**src/rtl/arb_pkg.sv**
```systemverilog
// Shared types and helpers for the weighted round-robin arbiter.
//   arb_state_e : arbiter FSM encoding (IDLE, GRANT)
//   eff_weight  : maps a programmed weight of 0 to an effective weight of 1
package arb_pkg;

  typedef enum logic {
    IDLE  = 1'b0,
    GRANT = 1'b1
  } arb_state_e;

  // Widest weight field eff_weight() handles; callers cast to/from their width.
  localparam int unsigned EFF_W = 16;

  function automatic logic [EFF_W-1:0] eff_weight(input logic [EFF_W-1:0] w);
    return (w == '0) ? EFF_W'(1) : w;
  endfunction

endpackage

```
**src/rtl/rr_prio_enc.sv**
```systemverilog
// Combinational rotating-start priority encoder.
// Picks the first set bit of vec at or after index start, wrapping around.
//   vec    in  N      candidate vector
//   start  in  ID_W   index searched first (must be < N)
//   onehot out N      selected bit, zero when nothing set
//   id     out ID_W   index of selected bit, 0 when nothing set
//   found  out 1      |vec
module rr_prio_enc #(
  parameter int unsigned N    = 4,
  parameter int unsigned ID_W = $clog2(N)
) (
  input  logic [N-1:0]    vec,
  input  logic [ID_W-1:0] start,
  output logic [N-1:0]    onehot,
  output logic [ID_W-1:0] id,
  output logic            found
);

  always_comb begin
    int unsigned idx;
    onehot = '0;
    id     = '0;
    found  = 1'b0;
    idx    = 0;
    for (int unsigned k = 0; k < N; k++) begin
      idx = int'(unsigned'(start)) + k;
      if (idx >= N) idx = idx - N;
      if (!found && vec[idx[ID_W-1:0]]) begin
        found                   = 1'b1;
        onehot[idx[ID_W-1:0]]   = 1'b1;
        id                      = idx[ID_W-1:0];
      end
    end
  end

endmodule

```
**src/rtl/wrr_arb.sv**
```systemverilog
// Weighted round-robin arbiter with hold-until-release and registered grant.
// Each requester owns a credit counter reloaded from its weight when no
// requester with credit remains; the winner is the first eligible channel at
// or after a rotating pointer.
// Optional feature macro ARB_TIMEOUT_EN: a tenure counter revokes the owner
// after max_hold grant cycles when another requester is waiting.
//   clk        in   clock
//   rst_n      in   synchronous reset, active low
//   req        in   NUM_REQS request lines, held for the whole tenure
//   weight     in   NUM_REQS*WEIGHT_W grants per round (0 acts as 1)
//   max_hold   in   TIMEOUT_W tenure limit, 0 = unlimited (timeout build only)
//   gnt        out  one-hot or zero grant, registered
//   gnt_id     out  index of granted channel, 0 when idle
//   gnt_valid  out  |gnt
//   gnt_new    out  pulse on first cycle of each new grant
//   timeout    out  pulse with gnt_new on a forced handover
module wrr_arb
  import arb_pkg::*;
#(
  parameter int unsigned NUM_REQS  = 4,
  parameter int unsigned WEIGHT_W  = 4,
  parameter int unsigned TIMEOUT_W = 8
) (
  input  logic                         clk,
  input  logic                         rst_n,
  input  logic [NUM_REQS-1:0]          req,
  input  logic [NUM_REQS*WEIGHT_W-1:0] weight,
  input  logic [TIMEOUT_W-1:0]         max_hold,
  output logic [NUM_REQS-1:0]          gnt,
  output logic [$clog2(NUM_REQS)-1:0]  gnt_id,
  output logic                         gnt_valid,
  output logic                         gnt_new,
  output logic                         timeout
);

  localparam int unsigned ID_W = $clog2(NUM_REQS);

  arb_state_e                         state_q, state_d;
  logic [NUM_REQS-1:0]                gnt_q, gnt_d;
  logic [ID_W-1:0]                    gnt_id_q, gnt_id_d;
  logic [ID_W-1:0]                    ptr_q, ptr_d;
  logic                               gnt_new_q, gnt_new_d;
  logic [NUM_REQS-1:0][WEIGHT_W-1:0]  credit_q, credit_d;

  logic                revoke;
  logic                do_arb, arb_go;
  logic [NUM_REQS-1:0] cand, elig;
  logic [NUM_REQS-1:0] elig_oh, req_oh, win_oh;
  logic [ID_W-1:0]     elig_id, req_id, win;
  logic                elig_found, req_found;

`ifdef ARB_TIMEOUT_EN
  logic [TIMEOUT_W-1:0] tenure_q, tenure_d;
  logic                 timeout_q;

  assign revoke = (state_q == GRANT) && (|(req & gnt_q)) && (max_hold != '0) &&
                  (tenure_q == max_hold) && (|(req & ~gnt_q));

  always_comb begin
    tenure_d = tenure_q;
    if (arb_go) begin
      tenure_d = TIMEOUT_W'(1);
    end else if (state_q == GRANT && tenure_q != '1) begin
      tenure_d = tenure_q + TIMEOUT_W'(1);
    end
  end

  always_ff @(posedge clk) begin
    if (!rst_n) begin
      tenure_q  <= '0;
      timeout_q <= 1'b0;
    end else begin
      tenure_q  <= tenure_d;
      timeout_q <= revoke;
    end
  end

  assign timeout = timeout_q;
`else
  logic unused_max_hold;
  assign unused_max_hold = ^max_hold;
  assign revoke          = 1'b0;
  assign timeout         = 1'b0;
`endif

  // On a forced handover the current owner is excluded from both searches.
  assign cand = req & ~({NUM_REQS{revoke}} & gnt_q);
  always_comb begin
    elig = '0;
    for (int unsigned i = 0; i < NUM_REQS; i++) begin
      elig[i] = cand[i] && (credit_q[i] != '0);
    end
  end

  rr_prio_enc #(.N(NUM_REQS), .ID_W(ID_W)) u_enc_elig (
    .vec    (elig),
    .start  (ptr_q),
    .onehot (elig_oh),
    .id     (elig_id),
    .found  (elig_found)
  );

  rr_prio_enc #(.N(NUM_REQS), .ID_W(ID_W)) u_enc_req (
    .vec    (cand),
    .start  (ptr_q),
    .onehot (req_oh),
    .id     (req_id),
    .found  (req_found)
  );

  always_comb begin
    state_d   = state_q;
    gnt_d     = gnt_q;
    gnt_id_d  = gnt_id_q;
    ptr_d     = ptr_q;
    credit_d  = credit_q;
    gnt_new_d = 1'b0;
    do_arb    = 1'b0;
    win       = '0;
    win_oh    = '0;

    case (state_q)
      IDLE: do_arb = |req;
      GRANT: begin
        if (!(|(req & gnt_q))) begin
          // Owner released: hand over directly if anyone else is asking.
          if (|req) begin
            do_arb = 1'b1;
          end else begin
            gnt_d    = '0;
            gnt_id_d = '0;
            state_d  = IDLE;
          end
        end else if (revoke) begin
          do_arb = 1'b1;
        end
      end
      default: ;
    endcase

    arb_go = do_arb && req_found;

    if (arb_go) begin
      if (elig_found) begin
        win    = elig_id;
        win_oh = elig_oh;
      end else begin
        // Round exhausted: refill every channel, then pick by request only.
        for (int unsigned i = 0; i < NUM_REQS; i++) begin
          credit_d[i] = WEIGHT_W'(eff_weight(EFF_W'(weight[i*WEIGHT_W +: WEIGHT_W])));
        end
        win    = req_id;
        win_oh = req_oh;
      end
      if (credit_d[win] != '0) credit_d[win] = credit_d[win] - WEIGHT_W'(1);
      ptr_d     = (win == ID_W'(NUM_REQS - 1)) ? '0 : win + ID_W'(1);
      gnt_d     = win_oh;
      gnt_id_d  = win;
      gnt_new_d = 1'b1;
      state_d   = GRANT;
    end
  end

  always_ff @(posedge clk) begin
    if (!rst_n) begin
      state_q   <= IDLE;
      gnt_q     <= '0;
      gnt_id_q  <= '0;
      ptr_q     <= '0;
      gnt_new_q <= 1'b0;
      credit_q  <= '0;
    end else begin
      state_q   <= state_d;
      gnt_q     <= gnt_d;
      gnt_id_q  <= gnt_id_d;
      ptr_q     <= ptr_d;
      gnt_new_q <= gnt_new_d;
      credit_q  <= credit_d;
    end
  end

  assign gnt       = gnt_q;
  assign gnt_id    = gnt_id_q;
  assign gnt_valid = |gnt_q;
  assign gnt_new   = gnt_new_q;

endmodule

```
**config.mk**
```make
export PLATFORM = sky130hd
export DESIGN_NAME = wrr_arb
export DESIGN_NICKNAME = d
export VERILOG_FILES = /design/src/rtl/arb_pkg.sv /design/src/rtl/rr_prio_enc.sv /design/src/rtl/wrr_arb.sv
export SDC_FILE = /design/constraint.sdc
export NUM_CORES = 1
export LEC_CHECK = 0
export CAP_MARGIN = 5
export CORE_ASPECT_RATIO = 0.75
export CORE_UTILIZATION = 25
export CTS_CLUSTER_DIAMETER = 100
export DETAILED_ROUTE_END_ITERATION = 8
export SYNTH_ARGS = -nofsm -noshare
export SYNTH_HDL_FRONTEND = slang
export SYNTH_HIERARCHICAL = 1
export SYNTH_SLANG_ARGS = --single-unit
```
**constraint.sdc**
```tcl
create_clock -name clk -period 5.6 [get_ports clk]
set_input_delay 1.12 -clock clk [delete_from_list [all_inputs] [get_ports clk]]
set_output_delay 1.12 -clock clk [all_outputs]
set_load 0.01 [all_outputs]
```
Word level (Yosys, flattened, before mapping)
Index checks and enable logic that the tools add are counted.
{"block": "word_totals", "reg_bits": 26, "in_bits": 30, "out_inout_bits": 9, "word_cells": 162}
{"block": "op_classes", "add_sub_neg": 9, "magnitude_cmp": 14, "eq_ne": 3, "n_mux": 83, "n_bitwise": 8, "reduce_logical": 36}
{"cell": "4-bit 2-to-1 mux", "n": 19}
{"cell": "16-bit 2-to-1 mux", "n": 3}
{"cell": "2-bit 2-to-1 mux", "n": 19}
{"cell": "1-bit 2-to-1 mux", "n": 26}
{"cell": "4-bit bitwise OR", "n": 6}
{"cell": "4-bit nonzero test", "n": 5}
{"cell": "1-bit binary-select mux with 2-bit select", "n": 8}
{"cell": "16-bit bitwise mux", "n": 1}
{"cell": "1-bit logical AND", "n": 16}
{"cell": "4-bit zero test", "n": 4}
{"cell": "2-bit by 3-bit < comparator with 1-bit output (second input constant)", "n": 5}
{"cell": "4-bit OR reduction", "n": 3}
{"cell": "2-bit by 1-bit greater-or-equal comparator with 1-bit output (second input constant)", "n": 5}
{"cell": "3-bit greater-or-equal comparator (second input constant)", "n": 3}
{"cell": "4-bit binary-select mux with 2-bit select", "n": 1}
{"cell": "1-bit demux with 2-bit select", "n": 4}
{"cell": "4-bit demux with 2-bit select", "n": 1}
{"cell": "2-bit by 1-bit subtractor with 2-bit output (second input constant)", "n": 4}
{"cell": "2-bit by 2-bit adder with 3-bit output (second input constant)", "n": 2}
{"cell": "1-bit zero test", "n": 6}
{"cell": "4-bit AND", "n": 1}
{"cell": "2-bit inequality test (second input constant)", "n": 2}
{"cell": "4-bit by 1-bit subtractor with 4-bit output (second input constant)", "n": 1}
{"cell": "2-bit by 1-bit adder with 3-bit output (second input constant)", "n": 1}
{"cell": "other kinds (7)", "n": 7}

Longest topological paths before layout
Gate-level depths: netlist of run 1.
{"block": "logic_depth", "word_depth": 22, "ltp_mapped": 18, "mapped_depth_nobuf": 15}

Modules after synthesis
The synthesis of run 1 kept the hierarchy.
{"module": "wrr_arb", "n_inst": 1, "cells_each": 197, "area_per_inst_um2": 1765.4}
{"module": "rr_prio_enc", "n_inst": 2, "cells_each": 45, "area_per_inst_um2": 421.7}

Least setup slack after synthesis of run 1
OpenSTA, ideal clock, no wires.
{"block": "synth_timing", "path_type": "input-to-reg", "start": "in req[2]", "end": "reg credit_q[11] (netlist name)", "setup_ns": 0.122, "arrival_ns": 4.739, "required_time_ns": 5.478, "slack_ns": 0.739, "path_stages": 15, "cell_sequence": "o41a_1 -> mux4_2 -> buf_6 -> nor4b_4 -> nor2_1 -> a32o_1 -> mux2i_4 -> mux4_2 -> mux2i_2 -> ha_1 -> nand2_1 -> o22ai_1 -> nor2_1 -> a31o_1 -> a221o_1"}
{"block": "synth_via", "elab_chain_len": 21, "word_cells_on_any_way": 67, "cone_classes": "1 x add/sub; 2 x order compare; 45 x mux; 1 x bitwise; 18 x reduce/logical"}
{"element": "start, declared", "line": "wrr_arb.sv:26", "text": "input logic [NUM_REQS-1:0] req,"}
{"element": "1-bit logical AND (*)", "line": "wrr_arb.sv:91", "text": "elig[i] = cand[i] && (credit_q[i] != '0);"}
{"element": "1-bit binary-select mux with 2-bit select", "line": "rr_prio_enc.sv:28", "text": "if (!found && vec[idx[ID_W-1:0]]) begin"}
{"element": "1-bit 2-to-1 mux (implied by the code)", "line": "rr_prio_enc.sv:28"}
{"element": "1-bit 2-to-1 mux", "line": "rr_prio_enc.sv:28"}
{"element": "1-bit zero test", "line": "rr_prio_enc.sv:28"}
{"element": "1-bit logical AND", "line": "rr_prio_enc.sv:28"}
{"element": "1-bit 2-to-1 mux", "line": "rr_prio_enc.sv:28"}
{"element": "1-bit zero test", "line": "rr_prio_enc.sv:28"}
{"element": "[2 not listed]"}
{"element": "1-bit zero test", "line": "rr_prio_enc.sv:28"}
{"element": "1-bit logical AND", "line": "rr_prio_enc.sv:28"}
{"element": "2-bit 2-to-1 mux (*)", "line": "rr_prio_enc.sv:28"}
{"element": "named net elig_id[1]", "line": "wrr_arb.sv:49", "text": "logic [ID_W-1:0] elig_id, req_id, win;"}
{"element": "2-bit 2-to-1 mux (*)", "line": "wrr_arb.sv:144", "text": "if (elig_found) begin"}
{"element": "2-bit 2-to-1 mux (*)", "line": "wrr_arb.sv:143", "text": "if (arb_go) begin"}
{"element": "parallel branches: the longest is 5 deep, another holds 4-bit by 1-bit subtractor with 4-bit output"}
{"element": "16-bit 2-to-1 mux (*)", "line": "wrr_arb.sv:155", "text": "if (credit_d[win] != '0) credit_d[win] = credit_d[win] - WEIGHT_W'(1);"}
{"element": "end signal, assigned", "line": "wrr_arb.sv:178", "text": "credit_q <= credit_d;"}
{"element": "end, declared", "line": "wrr_arb.sv:43", "text": "logic [NUM_REQS-1:0][WEIGHT_W-1:0] credit_q, credit_d;"}
Mark *: on every way through the listed nets, which the timed path passes. The select of a mux whose other input is x is not followed.
A chain may end at the register's enable or synchronous reset.

Worst setup path after layout of run 1
{"block": "layout_timing", "start": "in req[2]", "end": "reg credit_q[15] (netlist name)"}
{"block": "layout_via", "elab_chain_len": 21, "word_cells_on_any_way": 67, "cone_classes": "1 x add/sub; 2 x order compare; 45 x mux; 1 x bitwise; 18 x reduce/logical"}
{"element": "1-bit logical AND (*)", "line": "wrr_arb.sv:91"}
{"element": "named net elig[2]", "line": "wrr_arb.sv:47", "text": "logic [NUM_REQS-1:0] cand, elig;"}
{"element": "1-bit binary-select mux with 2-bit select", "line": "rr_prio_enc.sv:28"}
{"element": "1-bit 2-to-1 mux (implied by the code)", "line": "rr_prio_enc.sv:28"}
{"element": "1-bit 2-to-1 mux", "line": "rr_prio_enc.sv:28"}
{"element": "1-bit zero test", "line": "rr_prio_enc.sv:28"}
{"element": "1-bit logical AND", "line": "rr_prio_enc.sv:28"}
{"element": "1-bit 2-to-1 mux", "line": "rr_prio_enc.sv:28"}
{"element": "[3 not listed]"}
{"element": "1-bit zero test", "line": "rr_prio_enc.sv:28"}
{"element": "1-bit logical AND", "line": "rr_prio_enc.sv:28"}
{"element": "2-bit 2-to-1 mux (*)", "line": "rr_prio_enc.sv:28"}
{"element": "named net elig_id[1]", "line": "wrr_arb.sv:49"}
{"element": "2-bit 2-to-1 mux (*)", "line": "wrr_arb.sv:144"}
{"element": "2-bit 2-to-1 mux (*)", "line": "wrr_arb.sv:143"}
{"element": "parallel branches: the longest is 5 deep, another holds 4-bit by 1-bit subtractor with 4-bit output"}
{"element": "16-bit 2-to-1 mux (*)", "line": "wrr_arb.sv:155"}
Marked as above.

==> summary.md, run 1 <==
| Metric | Value |
|---|---|
| Status | `finished clean` |
| #FFs+latches synth | `26` |
| Clock Path Buffers | `2` |
| Async SR Flop Fraction | `0` |
| Io pins | `39` |
| Dominant synthesized flop cell | `dfxtp_1` |
| Post-synth cell types | `51` |
| HP Class | `flop to flop` |
| Yosys warns | `6` |
| Slew HR | `0.484` |
| Synth-to-Final Area Change | `24.5%` |
| Startpoint Class | `primary input` |
| Max-Cap Viols | `0` |
| First-pass GRT wire length | `12,400 um` |
| DR vias | `2,542` |
| Most used cell along the critical path | `nor2_1` |
| Worst path cell trace | `clkdlybuf4s50_1, o41a_1, mux4_1, nor4b_4, nor2_1, a32o_1, mux2i_4, mux4_2, mux2i_2, ha_1, nand2_1, o22ai_1, buf_4, nor2_1, a31o_1, a221o_1` |
| WL/cell | `17.2 um` |
| Largest cells by area after synthesis | `dfxtp_1 20%, mux2i_1 10%, ha_1 7.2%` |
| Post-DP HPWL | `6110 um` |
| EDFF count, synth | `0` |
| Gp weighted congestion | `0.881` |
| Hold Buf Count CTS | `0` |
| Fraction of layout cells with a size suffix above 1 | `0.158` |
| CTS HTree Levels | `1` |
| Area of the mapped netlist | `2610 um^2` |
| Slowest stage delay, CP | `650 ps` |
| Vias in the first global route | `2,328` |
| Crit-path slowest cell | `mux4_1` |
| Total congestion overflow | `0` |
| Top-area cell type share of the netlist area | `0.200` |
| Postcts setup bufs | `0` |
| CTS tree | `yes` |
| Mapped Cells | `287` |
| Max Transition Viols Final | `0` |
| Crit-path leading delay family | `multiplexers` |
| Clock net sink count | `26` |
| DRC viols | `0` |
| Post_cts resized | `0` |
| Die area | `10,900 um^2` |
| CP bufs+invs | `2` |
| Clock skew | `5.85 ps` |
| # diodes | `0` |
| RSZ-0062 raised after global routing | `false` |
| Fin area | `3250 um^2` |
| Post-place instance area | `3160 um^2` |
| Largest area contributor in the netlist | `dfxtp_1` |
| Final cell count without fillers | `462` |
| Crit share post-route | `0.941` |
| FMAX | `0.190 GHz` |
| CTS Buf Count | `3` |
| Register area share after synthesis | `0.200` |
| Port bufs | `29` |
| Fillers | `1,013` |
| Setup TNS | `0 ps` |
| Vias/cell | `5.50` |
| First DRT Iteration DRCs | `170` |
| # setup viols final | `0` |
| Clk_lat worst skew | `270 ps` |
| Fin. Hold Viols | `0` |
| Nets | `376` |
| Post-Syn Nets | `332` |
| Die H | `90.5 um` |
| Kind of end point of the critical path | `flop` |
| DR pass1 iterations | `5` |
| Setup Crit Path Kind | `primary input to flop` |
| Clock Root Buffer | `clkbuf_16` |
| Largest net degree at the start of global routing | `31` |
| Post-route ant nets | `0` |
| Clock transition at path regs | `70 ps` |
| Final Core Density | `0.328` |
| Worst endpoint data arrival time | `5420 ps` |
| Total wire length | `7960 um` |
| Row count | `31` |
| Die extent in x | `120 um` |
| Initial core utilization | `0.264` |
| Initial antenna violation count | `0` |
| Core Area | `9890 um^2` |
| All-Layer GR Usage | `0.145` |
| Placed Cells incl. Taps | `458` |
| Worst-path fanout max | `7` |
| Synth Area per Inst | `9.09 um^2` |
| Fin crit period | `5270 ps` |
| Worst-Margin Slew | `771 ps` |
| WP data required | `5750 ps` |
## cell usage after synthesis (4+ instances only)
cell type and number:
nand2b_1 7, o41a_1 4, mux2_2 6, o221ai_1 6, o211a_1 4, a211oi_1 4, a21boi_0 6, mux4_1 4
o21ai_0 22, nand2_1 19, mux2i_1 26, o211ai_1 6, dfxtp_1 26, a22oi_1 16, mux4_2 5, or3_1 4
a221o_1 4, nor2b_1 5, clkbuf_1 10, ha_1 15, a21oi_1 6, nor3_1 6, inv_1 11, nor2_1 17
buf_6 5
## sequential cells by signal, summed over array words and instances (netlist names)
register / cells
gnt_id: 2
ptr_q: 2
gnt_new: 1
state_q: 1
credit_q: 16
gnt: 4
## worst register-to-register path, delay by kind of cell (launching register included)
kind	cells	cell delay, ps
fa+ha+maj	2	610
simple gates	4	490
flops	1	690
mux	4	1400
compound gates	4	1070
buf+inv	2	310
## path summary, 6_finish.rpt
kind                                from                         to  slack [ps]  depth (start not counted)
setup reg to reg   ptr_q[0]$_SDFFE_PN0P_  credit_q[15]$_SDFFE_PN0P_         920                         16
hold / removal    gnt_id[1]$_SDFFE_PN0P_     gnt_id[1]$_SDFFE_PN0P_         500                          2
setup / recovery                  req[2]  credit_q[15]$_SDFFE_PN0P_         330                         16
hold reg to reg   gnt_id[1]$_SDFFE_PN0P_     gnt_id[1]$_SDFFE_PN0P_         500                          2
## metal layers
layer,up-vias,part of all wire,track usage
met4,0,0.0053,0.0281
li1,1204,-,-
met2,104,0.43,0.216
met1,1230,0.49,0.209
met5,-,0,0
met3,4,0.076,0.0347
## per-stage QoR
stage	hold slack (ps)	setup WS, ps
CTS	507	338
global placement	496	130
global route	545	115
floorplan	480	739
detailed placement	496	84.1
finish	495	332
## final cells by class
cell class	instances	area, um^2	share of cell area
multi-input cells	233	1940	0.597
clock buffers	4	88.8	0.0274
repair buffers	56	493	0.152
inverters	11	41.3	0.0127
well taps	132	165	0.0509
flip-flops and latches	26	520	0.160
## layout by cell type, fill, tap and decap left out, types with 3 or more instances in the layout
cell / count
a211oi_1: 4
a21boi_0: 6
a21oi_1: 6
a221o_1: 4
a22oi_1: 16
and3_1: 3
buf_4: 27
clkbuf_16: 3
clkdlybuf4s50_1: 29
dfxtp_1: 26
ha_1: 15
inv_1: 11
mux2_2: 6
mux2i_1: 26
mux4_1: 4
mux4_2: 5
nand2_1: 19
nand2b_1: 7
nor2_1: 17
nor2b_1: 5
nor3_1: 6
nor4_1: 3
o211a_1: 4
o211ai_1: 6
o21ai_0: 22
o221ai_1: 6
o41a_1: 4
or3_1: 4
## kinds of logic (layout without fill, tap and decap cells)
| family | after synthesis | after routing | share of synthesized area |
|---|---|---|---|
| AO/OA/AOI/OAI | 94 | 94 | 0.268 |
| XOR/XNOR | 1 | 1 | 0.00336 |
| adder cells (fa/ha/maj) | 15 | 15 | 0.0719 |
| buffers and inverters | 28 | 71 | 0.0576 |
| flip-flops | 26 | 26 | 0.200 |
| multiplexers | 45 | 45 | 0.233 |
| other | 1 | 1 | 0.00144 |
| AND/OR/NAND/NOR | 77 | 77 | 0.165 |
Power of run 1 is not shown: default switching activity piles up to over one toggle a cycle in this logic, so the estimate is an artifact.
==> inputs of run 2 (changes only) <==
--- a/config.mk
+++ b/config.mk
@@ -10,6 +10,7 @@
 export CORE_UTILIZATION = 25
 export CTS_CLUSTER_DIAMETER = 100
 export DETAILED_ROUTE_END_ITERATION = 8
+export PLACE_DENSITY = 0.45
 export SYNTH_ARGS = -nofsm -noshare
 export SYNTH_HDL_FRONTEND = slang
 export SYNTH_HIERARCHICAL = 1
==> constraint.sdc (replaced) <==
create_clock -name clk -period 6.67 [get_ports clk]
set_input_delay 1.334 -clock clk [delete_from_list [all_inputs] [get_ports clk]]
set_output_delay 1.334 -clock clk [all_outputs]
set_load 0.01 [all_outputs]
==> run 2 against run 1 <==
Against the previous run:
- register-to-register slack gained 650 ps
- design area shrank 4.6%
- routed wire length grew 0.28%
- hold slack lost 5.6 ps
- core utilization shrank 1.5 points
- count of clock-buffer cells in the layout is the same
- die area is the same
- clock skew shrank 2.3 ps
- global-route usage is essentially flat
- via count shrank 5.0%
- non-clock buffer count shrank 20
- largest cell class unchanged
- highest routed layer unchanged
- critical path depth shrank 1
==> summary.md, run 2 (synthesis results as in run 1) <==
| Metric | Value |
|---|---|
| WP data required | `6890 ps (+1140 ps)` |
| WL/cell | `18.1 um (+4.8%)` |
| RR Startpoint | `ptr_q[0]$_SDFFE_PN0P_` |
| R2R setup slack | `1570 ps (+650 ps)` |
| Port bufs | `29 (unchanged)` |
| Clock transition at path regs | `70 ps (about the same)` |
| Vias in the first global route | `2,203 (-5.4%)` |
| Largest net degree at the start of global routing | `32 (+3.2%)` |
| Initial antenna violation count | `0 (unchanged)` |
| Die H | `90.5 um (unchanged)` |
| First-pass GRT wire length | `12,500 um (+0.28%)` |
| Synth-to-Final Area Change | `18.7%` |
| Core Area | `9890 um^2 (unchanged)` |
| CP Launch Point | `req[2]` |
| Max-Cap Viols | `0 (unchanged)` |
| Setup TNS | `0 ps (unchanged)` |
| # diodes | `0 (unchanged)` |
| All-Layer GR Usage | `0.145 (+0.000364)` |
| Io pins | `39 (unchanged)` |
| Most flops, register | `credit_q` |
| Slew HR | `0.442 (-0.0421)` |
| DRC viols | `0 (unchanged)` |
| Max Transition Viols Final | `0 (unchanged)` |
| Kind of end point of the critical path | `flop` |
| Worst r2r dst | `credit_q[3]$_SDFFE_PN0P_` |
| Crit share post-route | `0.899` |
| FMAX | `0.167 GHz` |
| DR vias | `2,416 (-5.0%)` |
| Fin crit period | `6000 ps` |
| CTS tree | `yes` |
| Hold Buf Count CTS | `0 (unchanged)` |
| Max FFs per register | `16 (unchanged)` |
| Worst endpoint data arrival time | `6220 ps (+800 ps)` |
| Clock net sink count | `26 (unchanged)` |
| HP Class | `flop to flop` |
| RSZ-0062 raised after global routing | `false` |
| Setup Crit Path Kind | `primary input to flop` |
| CTS HTree Levels | `1 (unchanged)` |
| Worst-path fanout max | `13 (+6)` |
| First DRT Iteration DRCs | `165 (-2.9%)` |
| Post-route ant nets | `0 (unchanged)` |
| Fin. Hold Viols | `0 (unchanged)` |
| Post_cts resized | `0 (unchanged)` |
| Hold Path End | `gnt_id[1]$_SDFFE_PN0P_` |
| Fraction of layout cells with a size suffix above 1 | `0.103 (-0.0543)` |
| Row count | `31 (unchanged)` |
| Initial core utilization | `0.264 (unchanged)` |
| Hold path cells | `2 (unchanged)` |
| Hold path start | `gnt_id[1]$_SDFFE_PN0P_` |
| Clock Path Buffers | `2 (unchanged)` |
| Worst-Margin Slew | `829 ps (+58.1 ps)` |
| Post-DP HPWL | `5980 um (-2.3%)` |
| Nets | `356 (-5.3%)` |
| CTS Buf Count | `3 (unchanged)` |
| Final Core Density | `0.313 (-0.0152)` |
| Postcts setup bufs | `0 (unchanged)` |
| Status | `finished clean` |
| Vias/cell | `5.47 (-0.66%)` |
| Clock Root Buffer | `clkbuf_16` |
| Total congestion overflow | `0 (unchanged)` |
| DR pass1 iterations | `5 (unchanged)` |
| Startpoint Class | `primary input` |
| Die extent in x | `120 um (unchanged)` |
| Commonest non-fill, non-tap cells in the layout | `29 x clkdlybuf4s50_1, 26 x mux2i_1, 26 x dfxtp_1, 22 x o21ai_0, 19 x nand2_1` |
| Reg2Reg Depth | `14 (-2)` |
| Gp weighted congestion | `0.796 (-9.6%)` |
| Clk_lat worst skew | `270 ps (about the same)` |
| # setup viols final | `0 (unchanged)` |
| Die area | `10,900 um^2 (unchanged)` |
| Most common cell after layout, fill and taps aside | `clkdlybuf4s50_1` |
| Clock skew | `3.57 ps (-2.28 ps)` |
| Total wire length | `7980 um (+0.28%)` |
## run 2: metrics by stage
step                cell area [um^2]  cells  hold slack (ps)  setup WS (ps)
finish                          3100    442              490            671
global route                    3100    442              514            419
CTS                             3100    442              500            703
detailed placement              3010    438              490            443
global placement                3010    438              493            492
floorplan                       2610    287              480           1590
## run 2: worst max-delay path by stage
stage / slack, ps / endpoint / depth (start not counted)
after global placement: 490 / credit_q[3]$_SDFFE_PN0P_ / 15
after floorplan: 1590 / credit_q[11]$_SDFFE_PN0P_ / 15
final: 670 / credit_q[3]$_SDFFE_PN0P_ / 15
after detailed placement: 440 / credit_q[3]$_SDFFE_PN0P_ / 15
after CTS: 700 / credit_q[3]$_SDFFE_PN0P_ / 15
after global routing: 420 / credit_q[3]$_SDFFE_PN0P_ / 15
## run 2: final cells by class
cell class                 instances  area (um^2)
clock buffer                       4         88.8
fill                            1043         6790
tap                              132          165
inverter                          11         41.3
timing repair buffer              36          343
multi-input combinational        233         1940
sequential                        26          520
## run 2: worst max-delay path: stages
cell and delay (ps):
clkdlybuf4s50_1 620, o41a_1 280, mux4_2 650, nor4b_4 440
nor2_1 90, a32o_1 320, mux2i_4 250, mux4_2 560
mux2i_2 220, ha_1 250, nand2_1 70, o22ai_1 330
a21boi_0 380, nor3_1 270, a221o_1 160
## run 2: metal layers
layer	vias to the layer above	GRT usage	share of wire
met5	-	0	0
met4	0	0.0229	0.0085
met3	6	0.0215	0.045
met2	81	0.212	0.43
met1	1162	0.224	0.52
li1	1167	-	-
Power of run 2 is left out for the same reason.
==> inputs of run 3 (changes only) <==
==> constraint.sdc (replaced) <==
create_clock -name clk -period 7.3 [get_ports clk]
set_input_delay 1.46 -clock clk [delete_from_list [all_inputs] [get_ports clk]]
set_output_delay 1.46 -clock clk [all_outputs]
set_load 0.01 [all_outputs]
==> run 3 against run 2 <==
Against the previous run:
- flip-flop and latch count is the same
- core utilization is the same
- cell count is the same
- design area is the same
- hold slack gained 6.5 ps
- first-iteration DRC count shrank 41%
- routed wire length shrank 2.3%
- clock skew grew 0.72 ps
- count of clock-buffer cells in the layout is the same
- sequential share of layout area is the same
- critical path depth shrank 1
- critical path type unchanged
- critical endpoint is now credit_q[7]$_SDFFE_PN0P_
- largest cell class unchanged
==> summary.md, run 3 (synthesis results as in run 1) <==
| Metric | Value |
|---|---|
| Clock Path Buffers | `2 (unchanged)` |
| RSZ-0062 raised after global routing | `false` |
| Die extent in x | `120 um (unchanged)` |
| Post_cts resized | `0 (unchanged)` |
| Initial antenna violation count | `0 (unchanged)` |
| Vias/cell | `5.49 (+0.41%)` |
| Synth-to-Final Area Change | `18.7% (unchanged)` |
| Total wire length | `7800 um (-2.3%)` |
| Startpoint Class | `primary input` |
| Io pins | `39 (unchanged)` |
| Crit share post-route | `0.830` |
| Post-route ant nets | `0 (unchanged)` |
| Setup TNS | `0 ps (unchanged)` |
| Gp weighted congestion | `0.778 (-2.3%)` |
| HP Class | `flop to flop` |
| Commonest non-fill, non-tap cells in the layout | `29 x clkdlybuf4s50_1, 26 x mux2i_1, 26 x dfxtp_1, 22 x o21ai_0, 19 x nand2_1` |
| Postcts setup bufs | `0 (unchanged)` |
| Multi-input gate area | `1940 um^2 (unchanged)` |
| Post-DP HPWL | `5950 um (-0.44%)` |
| Most flops, register | `credit_q` |
| All-Layer GR Usage | `0.146 (+0.000442)` |
| Initial core utilization | `0.264 (unchanged)` |
| Worst-path fanout max | `23 (+10)` |
| Die H | `90.5 um (unchanged)` |
| CTS Buf Count | `3 (unchanged)` |
| Core Area | `9890 um^2 (unchanged)` |
| FMAX | `0.165 GHz` |
| Total congestion overflow | `0 (unchanged)` |
| R2R setup slack | `2040 ps (+470 ps)` |
| Status | `finished clean` |
| Max FFs per register | `16 (unchanged)` |
| Kind of end point of the critical path | `flop` |
| Vias in the first global route | `2,290 (+3.9%)` |
| Worst endpoint data arrival time | `6210 ps (about the same)` |
| Die area | `10,900 um^2 (unchanged)` |
| WP data required | `7450 ps (+560 ps)` |
| Most common cell after layout, fill and taps aside | `clkdlybuf4s50_1` |
| Register area | `520 um^2 (unchanged)` |
| DRC viols | `0 (unchanged)` |
| WL/cell | `17.6 um (-2.3%)` |
| DR pass1 iterations | `4 (-1)` |
| Nets | `356 (unchanged)` |
| DR vias | `2,426 (+0.41%)` |
| Fraction of layout cells with a size suffix above 1 | `0.103 (unchanged)` |
| Port bufs | `29 (unchanged)` |
| Clock transition at path regs | `70 ps (about the same)` |
| Met2 Resource Use GR | `0.216 (+0.00431)` |
| Most Crowded Layer GR | `met1` |
| M3 GR Usage | `0.0158 (-0.00568)` |
| # setup viols final | `0 (unchanged)` |
| Max Transition Viols Final | `0 (unchanged)` |
| Fin crit period | `6060 ps` |
| # diodes | `0 (unchanged)` |
| Hold Buf Count CTS | `0 (unchanged)` |
| Slew HR | `0.415 (-0.0273)` |
| CTS tree | `yes` |
| CTS HTree Levels | `1 (unchanged)` |
| Row count | `31 (unchanged)` |
| First-pass GRT wire length | `12,700 um (+1.6%)` |
| Worst-Margin Slew | `876 ps (+47.2 ps)` |
| Clk_lat worst skew | `260 ps (about the same)` |
| Clock Root Buffer | `clkbuf_16` |
| Fin. Hold Viols | `0 (unchanged)` |
| Met1 Usage GRT | `0.227 (+0.00248)` |
| Largest net degree at the start of global routing | `24 (-25%)` |
| Clock net sink count | `26 (unchanged)` |
| First DRT Iteration DRCs | `97 (-41%)` |
| Fillers | `1,029 (-1.3%)` |
| Clock skew | `4.28 ps (+0.718 ps)` |
| Setup Crit Path Kind | `primary input to flop` |
| Max-Cap Viols | `0 (unchanged)` |
run 3: layout make-up:
class | instances | area share
Clock buffer | 4 | 0.0287
Multi-Input combinational cell | 233 | 0.626
Sequential cell | 26 | 0.168
Timing Repair Buffer | 36 | 0.111
Tap cell | 132 | 0.0533
Inverter | 11 | 0.0133
run 3: path summary, 6_finish.rpt:
check / start / cells after the start / end
setup / recovery: req[2] / 14 / credit_q[7]$_SDFFE_PN0P_
hold / removal: gnt_id[1]$_SDFFE_PN0P_ / 2 / gnt_id[1]$_SDFFE_PN0P_
setup reg to reg: ptr_q[0]$_SDFFE_PN0P_ / 15 / credit_q[7]$_SDFFE_PN0P_
hold reg to reg: gnt_id[1]$_SDFFE_PN0P_ / 2 / gnt_id[1]$_SDFFE_PN0P_
run 3: layer usage:
metal / part of all wire / up-vias / wire length (um)
li1: - / 1173 / -
met4: 0.0056 / 0 / 44
met3: 0.036 / 4 / 283
met5: 0 / - / 0
met2: 0.42 / 53 / 3310
met1: 0.53 / 1196 / 4160
run 3: critical path, stage by stage:
cell	delay [ps]
clkdlybuf4s50_1	610
o41a_1	280
mux4_2	640
nor3_1	310
nand2b_1	330
buf_4	370
a221oi_1	470
o32ai_2	190
ha_1	260
nand2b_1	90
o22ai_1	130
a21boi_0	670
nor3_1	100
a221o_1	280
run 3: metrics by stage:
stage	hold WS, ps	cell area, um^2	cells	util	setup slack (ps)
2_1_floorplan	480	2610	287	-	2100
3_3_place_gp	489	3010	438	0.304	933
4_1_cts	503	3100	442	0.313	1260
3_5_place_dp	490	3010	438	0.304	993
5_1_grt	551	3100	442	0.313	901
6_report	496	3100	442	0.313	1240
Power of run 3 is left out for the same reason.
==> RTL edit, RTL diff (config.mk and constraints of run 1) <==
Add a define of `ARB_TIMEOUT_EN`.
--- a/src/rtl/wrr_arb.sv
+++ b/src/rtl/wrr_arb.sv
@@ -14,6 +14,8 @@
 //   gnt_valid  out  |gnt
 //   gnt_new    out  pulse on first cycle of each new grant
 //   timeout    out  pulse with gnt_new on a forced handover
+`define ARB_TIMEOUT_EN
+
 module wrr_arb
   import arb_pkg::*;
 #(
Function: changed (a bounded check fails within 4 cycles, from zero or initial values and one cycle with rst_n low).
==> RTL edit against run 1 <==
  * Area after synthesis is 24% higher
  * Worst setup slack lost 160 ps
  * Global-route usage grew 0.38 points
  * Critical path depth increased by 3
  * Sequential share of layout area fell by 1.0 points
  * Clock skew barely moved
  * Wire length grew 24%
  * Register-to-register slack worse by 210 ps
  * Die area is 24% higher
  * Design area grew 44%
  * Sequential cell count increased by 9
  * Core utilization up 4.7 points
Power is not shown: default switching activity piles up to over one toggle a cycle in this logic, so the estimate is an artifact.
==> RTL edit: results (changes against run 1) <==
top cell type's share of synthesized area 21.6% (+1.7 points); Hold WS 512 ps (+16.9 ps); max incr delay on CP 560 ps (-90 ps); Yosys Warn Count 6 (unchanged); Mapped Nets 395 (+19%); vias per cell 5.05 (-8.2%); n_diodes 0 (unchanged); Netlist cell types 54 (+5.9%); H-tree Lvls 2 (+1); Critical Path AT 5580 ps (+160 ps); initial antenna violation count 0 (unchanged); status completed; vias in the first global route 3086 (+33%); setup slack, reg-to-reg 710 ps (-210 ps); Max FO, Critical Path 9 (+2); Fillers 1247 (+23%); worst slew pin tran 1200 ps (+432 ps); cell count after placement 595 (+30%); Mean Syn Cell Area 9.29 um2 (+2.2%); Top reg by flops credit_q; IO Port Bufs 38 (+31%); Seq/Total Area, Yosys 21.6% (+1.7 points); Total GRT Usage 14.9% (+0.38 points); Largest register FFs 16 (unchanged); root buffer cell clkbuf_16; Non-Filler Instances 619 (+34%); nets 498 (+32%); largest net degree at the start of global routing 23 (-26%); DRT iter0 DRCs 189 (+11%); clk_skew 5.56 ps (-0.286 ps); top cells by area, synth dfxtp_1, mux2i_1, ha_1; clk_lat worst skew 290 ps (+20 ps); first-pass GRT wire length 16000 um (+28%); share of post-route cells with drive strength above 1 33.6% (+18 points); clk slew on worst S/H paths about 60 ps; Top FF cell, synth dfxtp_1; post-route setup slack 177 ps (-155 ps); Async SR Flop Fraction 0% (unchanged); worst hold-check path type flip-flop to flip-flop; dpl ws -796 ps (-880 ps); DP Area 0.00415 mm2 (+31%); wire per inst 16.0 um (-7.4%); clk buf depth 2 (unchanged); dpl hpwl 7440 um (+22%); gpl congestion 0.885 (+0.44%); drt first pass iters 5 (unchanged); Post-synth top cells dfxtp_1, mux2i_1, inv_1; Critical-path top delay cell or4_4; Num CTS Buffers 5 (+2); critical path's top delay family simple AND/OR/NAND/NOR gates; Area growth syn-to-layout 43.9%
==> RTL edit: final timing paths <==
check,cells past startpoint,endpoint,startpoint
worst max-delay path,19,credit_q[7]$_SDFFE_PN0P_,max_hold[0]
worst min-delay path,2,credit_q[3]$_SDFFE_PN0P_,credit_q[3]$_SDFFE_PN0P_
worst max register to register,18,credit_q[7]$_SDFFE_PN0P_,tenure_q[3]$_SDFFE_PP0P_
worst min register to register,2,credit_q[3]$_SDFFE_PN0P_,credit_q[3]$_SDFFE_PN0P_
==> RTL edit: timing repair <==
action                     4_1_cts  5_1_grt
setup endpoints to repair       16       16
setup buffers                    6       10
pin swaps                       15       18
gates resized for setup         39       31
==> RTL edit: cell type report <==
type / count / share of cell area (%)
clock buffer: 5 / 2.68
clock inverter: 3 / 1.02
inverter: 27 / 2.44
multi-input combinational: 269 / 53.2
sequential: 35 / 15.0
tap: 166 / 4.46
timing repair buffer: 114 / 21.2
==> RTL edit: per-layer routing <==
layer	vias to the layer above	wire, um	GRT usage (%)
met1	1507	4740	20.7
met2	64	4640	24.2
met3	9	385	2.16
met4	0	108	3.50
li1	1546	-	-
met5	-	0	0
==> RTL edit: kinds of logic after synthesis <==
kind of cell	after synthesis	share of synthesized area, %
and+or+nand+nor	92	16.6
AOI/OAI and AO/OA	90	21.3
muxes	56	22.7
buffers and inverters	45	7.49
DFF	35	21.6
adders and majority gates	16	6.18
xor gates and xnor gates	15	4.05
==> RTL edit: worst register-to-register path, delay by kind of cell (launching register included) <==
family | cells | cell delay (ps)
and+or+nand+nor | 7 | 2110
muxes | 2 | 780
DFF | 1 | 470
buffers and inverters | 2 | 310
AOI/OAI and AO/OA | 6 | 950
xor gates and xnor gates | 1 | 120
